### config.mk
export PLATFORM = sky130hd
export DESIGN_NAME = rnd_sampler
export DESIGN_NICKNAME = d
export VERILOG_FILES = /design/src/rtl/rnd_pkg.sv /design/src/rtl/pos_fifo.sv /design/src/rtl/rnd_sampler.sv
export SDC_FILE = /design/constraint.sdc
export NUM_CORES = 1
export LEC_CHECK = 0
export CAP_MARGIN = 10
export CORE_UTILIZATION = 45
export CTS_CLUSTER_DIAMETER = 60
export DETAILED_ROUTE_END_ITERATION = 10
export GPL_TIMING_DRIVEN = 0
export PLACE_DENSITY = 0.67
export SLEW_MARGIN = 20
export SYNTH_ARGS = -nofsm -noshare
export SYNTH_HDL_FRONTEND = slang
export SYNTH_SLANG_ARGS = --single-unit
### constraint.sdc
create_clock -name clk -period 3.55 [get_ports clk]
set_clock_uncertainty 0.05 [all_clocks]
set_input_delay 0.5325 -clock clk [delete_from_list [all_inputs] [get_ports clk]]
set_output_delay 0.5325 -clock clk [all_outputs]
set_load 0.05 [all_outputs]
### src/rtl/rnd_pkg.sv
// Shared types and constants for the spawn-position sampler.
package rnd_pkg;

  localparam int POS_W         = 10;
  localparam int MAX_POS_DEF   = 530;
  localparam int GRID_LOG2_DEF = 3;

  typedef enum logic {
    IDLE,
    PEND
  } state_t;

  // Clears the low grid_log2 bits so positions land on the spawn grid.
  function automatic logic [POS_W-1:0] align_pos(input logic [POS_W-1:0] v,
                                                 input int grid_log2);
    logic [POS_W-1:0] mask;
    mask = '1;
    mask = mask << grid_log2;
    return v & mask;
  endfunction

endpackage

### src/rtl/pos_fifo.sv
// Single-clock position FIFO; full/empty come from an occupancy count.
// A push while full is accepted only when a pop happens in the same cycle.
module pos_fifo
  import rnd_pkg::*;
#(
  parameter int DEPTH = 4,
  parameter int WIDTH = POS_W
) (
  input  logic                       clk,
  input  logic                       rst,
  input  logic                       push,
  input  logic                       pop,
  input  logic [WIDTH-1:0]           din,
  output logic [WIDTH-1:0]           dout,
  output logic                       full,
  output logic                       empty,
  output logic [$clog2(DEPTH+1)-1:0] count
);

  localparam int PTR_W = (DEPTH > 1) ? $clog2(DEPTH) : 1;
  localparam int CNT_W = $clog2(DEPTH + 1);

  logic [WIDTH-1:0] mem [DEPTH];
  logic [PTR_W-1:0] wr_ptr;
  logic [PTR_W-1:0] rd_ptr;
  logic             do_push;
  logic             do_pop;

  assign full    = (count == CNT_W'(DEPTH));
  assign empty   = (count == '0);
  assign do_pop  = pop && !empty;
  assign do_push = push && (!full || pop);
  assign dout    = mem[rd_ptr];

  // DEPTH is a power of two, so natural pointer overflow wraps modulo DEPTH.
  always_ff @(posedge clk or posedge rst) begin
    if (rst) begin
      wr_ptr <= '0;
      rd_ptr <= '0;
      count  <= '0;
    end else begin
      if (do_push) wr_ptr <= wr_ptr + 1'b1;
      if (do_pop)  rd_ptr <= rd_ptr + 1'b1;
      case ({do_push, do_pop})
        2'b10:   count <= count + 1'b1;
        2'b01:   count <= count - 1'b1;
        default: count <= count;
      endcase
    end
  end

  always_ff @(posedge clk) begin
    if (do_push) mem[wr_ptr] <= din;
  end

endmodule

### src/rtl/rnd_sampler.sv
// Turns a free-running LFSR value into grid-aligned spawn positions on request.
// Define SAMPLER_NOREPEAT_EN to also reject a position equal to the last accepted one.
module rnd_sampler
  import rnd_pkg::*;
#(
  parameter int MAX_POS   = MAX_POS_DEF,
  parameter int GRID_LOG2 = GRID_LOG2_DEF,
  parameter int DEPTH     = 4
) (
  input  logic             clk,
  input  logic             rst,
  input  logic [POS_W-1:0] rnd_in,
  input  logic             req,
  output logic [POS_W-1:0] pos_out,
  output logic             pos_valid,
  output logic             empty,
  output logic             full,
  output logic [7:0]       reject_cnt
);

  localparam int CNT_W = $clog2(DEPTH + 1);

  logic [POS_W-1:0] rnd_q;
  logic [POS_W-1:0] cand;
  logic             cand_valid;
  logic [POS_W-1:0] aligned;
  logic             out_of_range;
  logic             is_repeat;
  logic             reject;
  logic             accept;
  logic             push;
  logic             pop;
  logic [POS_W-1:0] fifo_head;
  logic [CNT_W-1:0] fifo_count;
  state_t           state;

  // A new candidate exists only when the generator output has moved.
  always_ff @(posedge clk or posedge rst) begin
    if (rst) begin
      rnd_q      <= '0;
      cand       <= '0;
      cand_valid <= 1'b0;
    end else begin
      rnd_q      <= rnd_in;
      cand       <= rnd_in;
      cand_valid <= (rnd_in != rnd_q);
    end
  end

  assign aligned      = align_pos(cand, GRID_LOG2);
  assign out_of_range = (cand > POS_W'(MAX_POS));

`ifdef SAMPLER_NOREPEAT_EN
  logic [POS_W-1:0] last_acc;

  always_ff @(posedge clk or posedge rst) begin
    if (rst)         last_acc <= 10'h3FF;
    else if (accept) last_acc <= aligned;
  end

  assign is_repeat = (aligned == last_acc);
`else
  assign is_repeat = 1'b0;
`endif

  assign reject = cand_valid && (out_of_range || is_repeat);
  assign accept = cand_valid && !reject;
  assign pop    = !empty && (((state == IDLE) && req) || (state == PEND));
  assign push   = accept && ((fifo_count < CNT_W'(DEPTH)) || pop);

  always_ff @(posedge clk or posedge rst) begin
    if (rst)                                reject_cnt <= '0;
    else if (reject && reject_cnt != 8'hFF) reject_cnt <= reject_cnt + 8'd1;
  end

  pos_fifo #(
    .DEPTH(DEPTH),
    .WIDTH(POS_W)
  ) u_fifo (
    .clk  (clk),
    .rst  (rst),
    .push (push),
    .pop  (pop),
    .din  (aligned),
    .dout (fifo_head),
    .full (full),
    .empty(empty),
    .count(fifo_count)
  );

  // A request arriving while empty parks in PEND; further requests there are dropped.
  always_ff @(posedge clk or posedge rst) begin
    if (rst) begin
      state     <= IDLE;
      pos_out   <= '0;
      pos_valid <= 1'b0;
    end else begin
      pos_valid <= 1'b0;
      if (pop) begin
        pos_out   <= fifo_head;
        pos_valid <= 1'b1;
      end
      case (state)
        IDLE:    if (req && empty) state <= PEND;
        PEND:    if (!empty)       state <= IDLE;
        default:                   state <= IDLE;
      endcase
    end
  end

endmodule
==> flow_results.org <==
** Floorplan
- Core footprint :: 0.00551 sq mm
- Starting Density :: 47.0%
- From left edge to right edge, the die measures 77.8 um.
- Die height :: 77.8 um
- Core Rows :: 27
- In this run the count of I/O pins placed on the die edge is 34.
- The die covers 0.00605 sq mm.

** Cells and area
- Cells with a size suffix above 1 make up 13.8% of the layout.
- Cells fill 57.5% of the core in the end.
- Compared with the post-synthesis result, the final layout area differs by 22.4%.
- Number of diodes :: 0
- Post-layout net count :: 240
- Number of cells in the finished layout apart from fillers :: 297
- Number of fill cells in the layout :: 474

** Drt
- Detailed-router iteration count before antenna repair :: 4
- The routed layout has 1422 vias.
- For this run, design rule violations remaining after detail routing come to 0.
- Final wirelength :: 3960 um
- Final antenna-violating net count :: 0
- DRC marker count from the first detailed-route iteration :: 67
- Dividing the detail-routed wire length by the instance count gives 13.3 um.
- Avg Vias per Cell :: 4.79

** Clock tree
- Once the clock tree was built, the setup fixing pass inserted 0 buffers.
- The later pin in the worst-skew pair is clocked with a latency of 0.34 ns.
- Clock transition at path regs :: 0.06 ns
- In this run, post-CTS repair resized a total of 0 instances.
- H-tree depth :: 3
- CTS placed an instance of clkbuf_8 at the clock tree root.
- Hold repair after CTS inserted 0 buffers.
- In this run the deepest clock path goes through 2 buffers.
- The clock drives 63 sinks.
- TritonCTS built the clock tree.
- The number of clock buffers added by TritonCTS is 9.

** Logic synthesis
- Cell with the most instances after synthesis :: dfrtp_1
- Yosys printed 0 warnings.
- Counting flops and latches in the post-synthesis netlist gives 63.
- The cell area that synthesis handed to floorplanning was 0.00259 sq mm.
- After Yosys synthesis, and, or, nand and nor cells account for 9.72% of the synthesized area.
- Library cell with the largest summed area after synthesis :: dfrtp_1
- Synth top area share :: 33.9%
- Primary FF master, synth :: dfrtp_1
- By area the synthesized netlist is led by dfrtp_1 34%, edfxtp_1 33%, mux4_2 6.1%.
- In this run, distinct cell masters in the synthesized netlist total 33.
- Summing the areas of all fa, ha and maj instances in the mapped netlist gives 3.68% of the synthesized area.
- Share of the synthesized area in compound gates (AO/OA/AOI/OAI) :: 1.79%
- By area, the combinational part of the netlist is dominated by simple AND/OR/NAND/NOR gates.
- In this run, synthesis inferred 28 flip-flops with an integrated enable.
- The synthesized netlist devotes 7.79% of its cell area to XOR and XNOR gates.
- Each instance of the synthesized netlist takes up on average 14.6 sq um.
- After technology mapping, the gate count stands at 177.
- In the synthesized netlist, the cells that appear most often are 35 x dfrtp_1, 28 x edfxtp_1, 26 x nand2_1.
- After synthesis, the share of cell area in mux cells is 7.50%.
- Of the synthesized area, sequential elements account for 66.4%.
- In the synthesized netlist the async set-or-reset flop fraction comes to 55.6%.

** GRT
- The number of antenna violations at the first check in global routing is 0.
- The number of global-route vias before repair was 1413.
- Leftover overflow at the end of global routing :: 0
- Pin count of the biggest net entering global routing :: 36
- For this run, the total global-route usage over all layers was measured as 15.6%.
- The first global-routing pass estimated 6730 um of wire.

** STA
- Slew at the pin closest to its max-slew limit :: 0.717 ns
- Post-Route Setup TNS :: 0 ns
- On the final layout, the worst hold slack is 0.421 ns.
- Setup Viol. Count Final :: 0
- Headroom to the max-slew limit came out at 52.1%.
- Setup repair after global routing left no endpoint under its margin.
- The final number of hold-violating endpoints was 0.
- The count of pins over their slew limit came to 0.
- Fmax :: 391 MHz
- Final critical-path share of the clock period :: 72.1%
- Post-route minimum period :: 2.56 ns

** Status
- The flow ran to the end, and the final reports show no timing, DRC or antenna violations.

** Pwr
- Sequential cells account for 39.6% of the total power.
- Total design power :: 2.72 mW
- In this run, the clock network consumes 21.2% of the power.
- Sw frac :: 37.7%
- Combinational fraction of design power :: 39.3%
- Internal :: 1.69 mW
- Summed over all cells, the static leakage comes to 1.30 nW.
- Dividing total power by cell area gives a power density of 859 mW/mm^2.
- Switching power total :: 1.02 mW
- IR analysis of the VDD net gives a maximum drop of 494 uV.

** Critical path
- Tracing the worst setup path back leads to its startpoint at req.
- CP required :: 3.76 ns
- Sort of element at the start of the critical path :: primary input
- Maximum fanout encountered on the critical timing path :: 10
- Crit end category :: flop
- Worst flop-to-flop path startpoint :: u_fifo.count[0]
- The critical path is of the in2reg type.
- At the worst endpoint, the arrival time is 2.76 ns.

** Hold path
- Start point of the worst min-delay path :: pos_out[4]
- Class of the worst hold path :: reg2reg

** Job
- The tool flagged a number of max-cap violations equal to 0.

** Placed design
- Number of port buffers :: 30
- After detailed placement, the design holds a cell count of 281.
- Routability-driven placement finished with a final weighted congestion of 0.707.
- Once detailed placement completed, the half-perimeter wirelength came to 2700 um.
-- state kept, by name, summed over array words and instances, names as in the netlist --
name	cells
u_fifo.rd_ptr	2
state	1
u_fifo.count	3
cand_valid	1
reject_cnt	8
cand	10
pos_valid	1
pos_out	7
u_fifo.mem	28
u_fifo.wr_ptr	2
-- worst max-delay path, stage by stage --
cell and delay [ns]:
clkdlybuf4s50_1 0.45, nor2_1 0.06, or2_2 0.26, buf_2 0.18, clkinv_1 0.19, ha_1 0.23
inv_1 0.06, fa_1 0.37, xor2_1 0.15, nor2_1 0.11, xor2_1 0.16
-- placed cells by master (no fill, tap or decap), types with 2 or more instances in the layout --
master	count
buf_2	2
buf_4	3
clkbuf_1	2
clkbuf_8	9
clkdlybuf4s50_1	30
clkinv_1	2
clkinv_2	3
conb_1	3
dfrtp_1	35
edfxtp_1	28
ha_1	6
inv_1	9
mux4_2	7
nand2_1	26
nand4_1	4
nor2_1	8
nor3_1	2
nor4_1	4
xnor2_1	6
xor2_1	17
-- final timing paths --
kind | endpoint | slack (ns) | cells past startpoint
min reg2reg | pos_out[4] | 0.42 | 2
max | u_fifo.count[2] | 0.99 | 11
max in group asynchronous | cand[1] | 2.40 | 2
min in group asynchronous | pos_out[9] | 0.59 | 2
min | pos_out[4] | 0.42 | 2
max reg2reg | u_fifo.count[2] | 1.12 | 10
-- stage by stage --
stage	instance area, sq um	worst slack, ns
after floorplan	2590	0.374
after detailed placement	2980	0.643
after CTS	3160	0.990
final	3160	0.992
after global placement	2980	0.673
after global routing	3160	0.836
-- power groups by stage --
stage	clock network [mW]	registers, mW	logic (mW)
5_1_grt	0.622	1.10	1.16
2_1_floorplan	0	1.36	0.501
3_3_place_gp	0	1.09	1.07
4_1_cts	0.591	1.08	1.08
6_report	0.575	1.08	1.07
3_5_place_dp	0	1.09	1.08
-- metal layers --
metal  GRT usage [%]  routed length (um)
met5               0                   0
met4            11.9                 134
met3            4.35                 212
met2            23.2                1850
met1            19.2                1770
-- cell type report --
cell class	instances	area, sq um	share of cell area, %
clock buffer	11	131	4.15
clock inverter	5	48.8	1.54
inverter	11	41.3	1.30
timing repair buffer	30	300	9.49
sequential	63	1720	54.3
tap	72	90.1	2.85
buffer	6	36.3	1.15
multi-input combinational	99	800	25.3
-- logic make-up after synthesis --
kind of cell	after synthesis
flip-flops	63
buffers and inverters	17
AND/OR/NAND/NOR	52
AO/OA/AOI/OAI	4
other	1
adder cells (fa/ha/maj)	7
XOR/XNOR	23
multiplexers	10
Power figures use the tool's default switching activity.
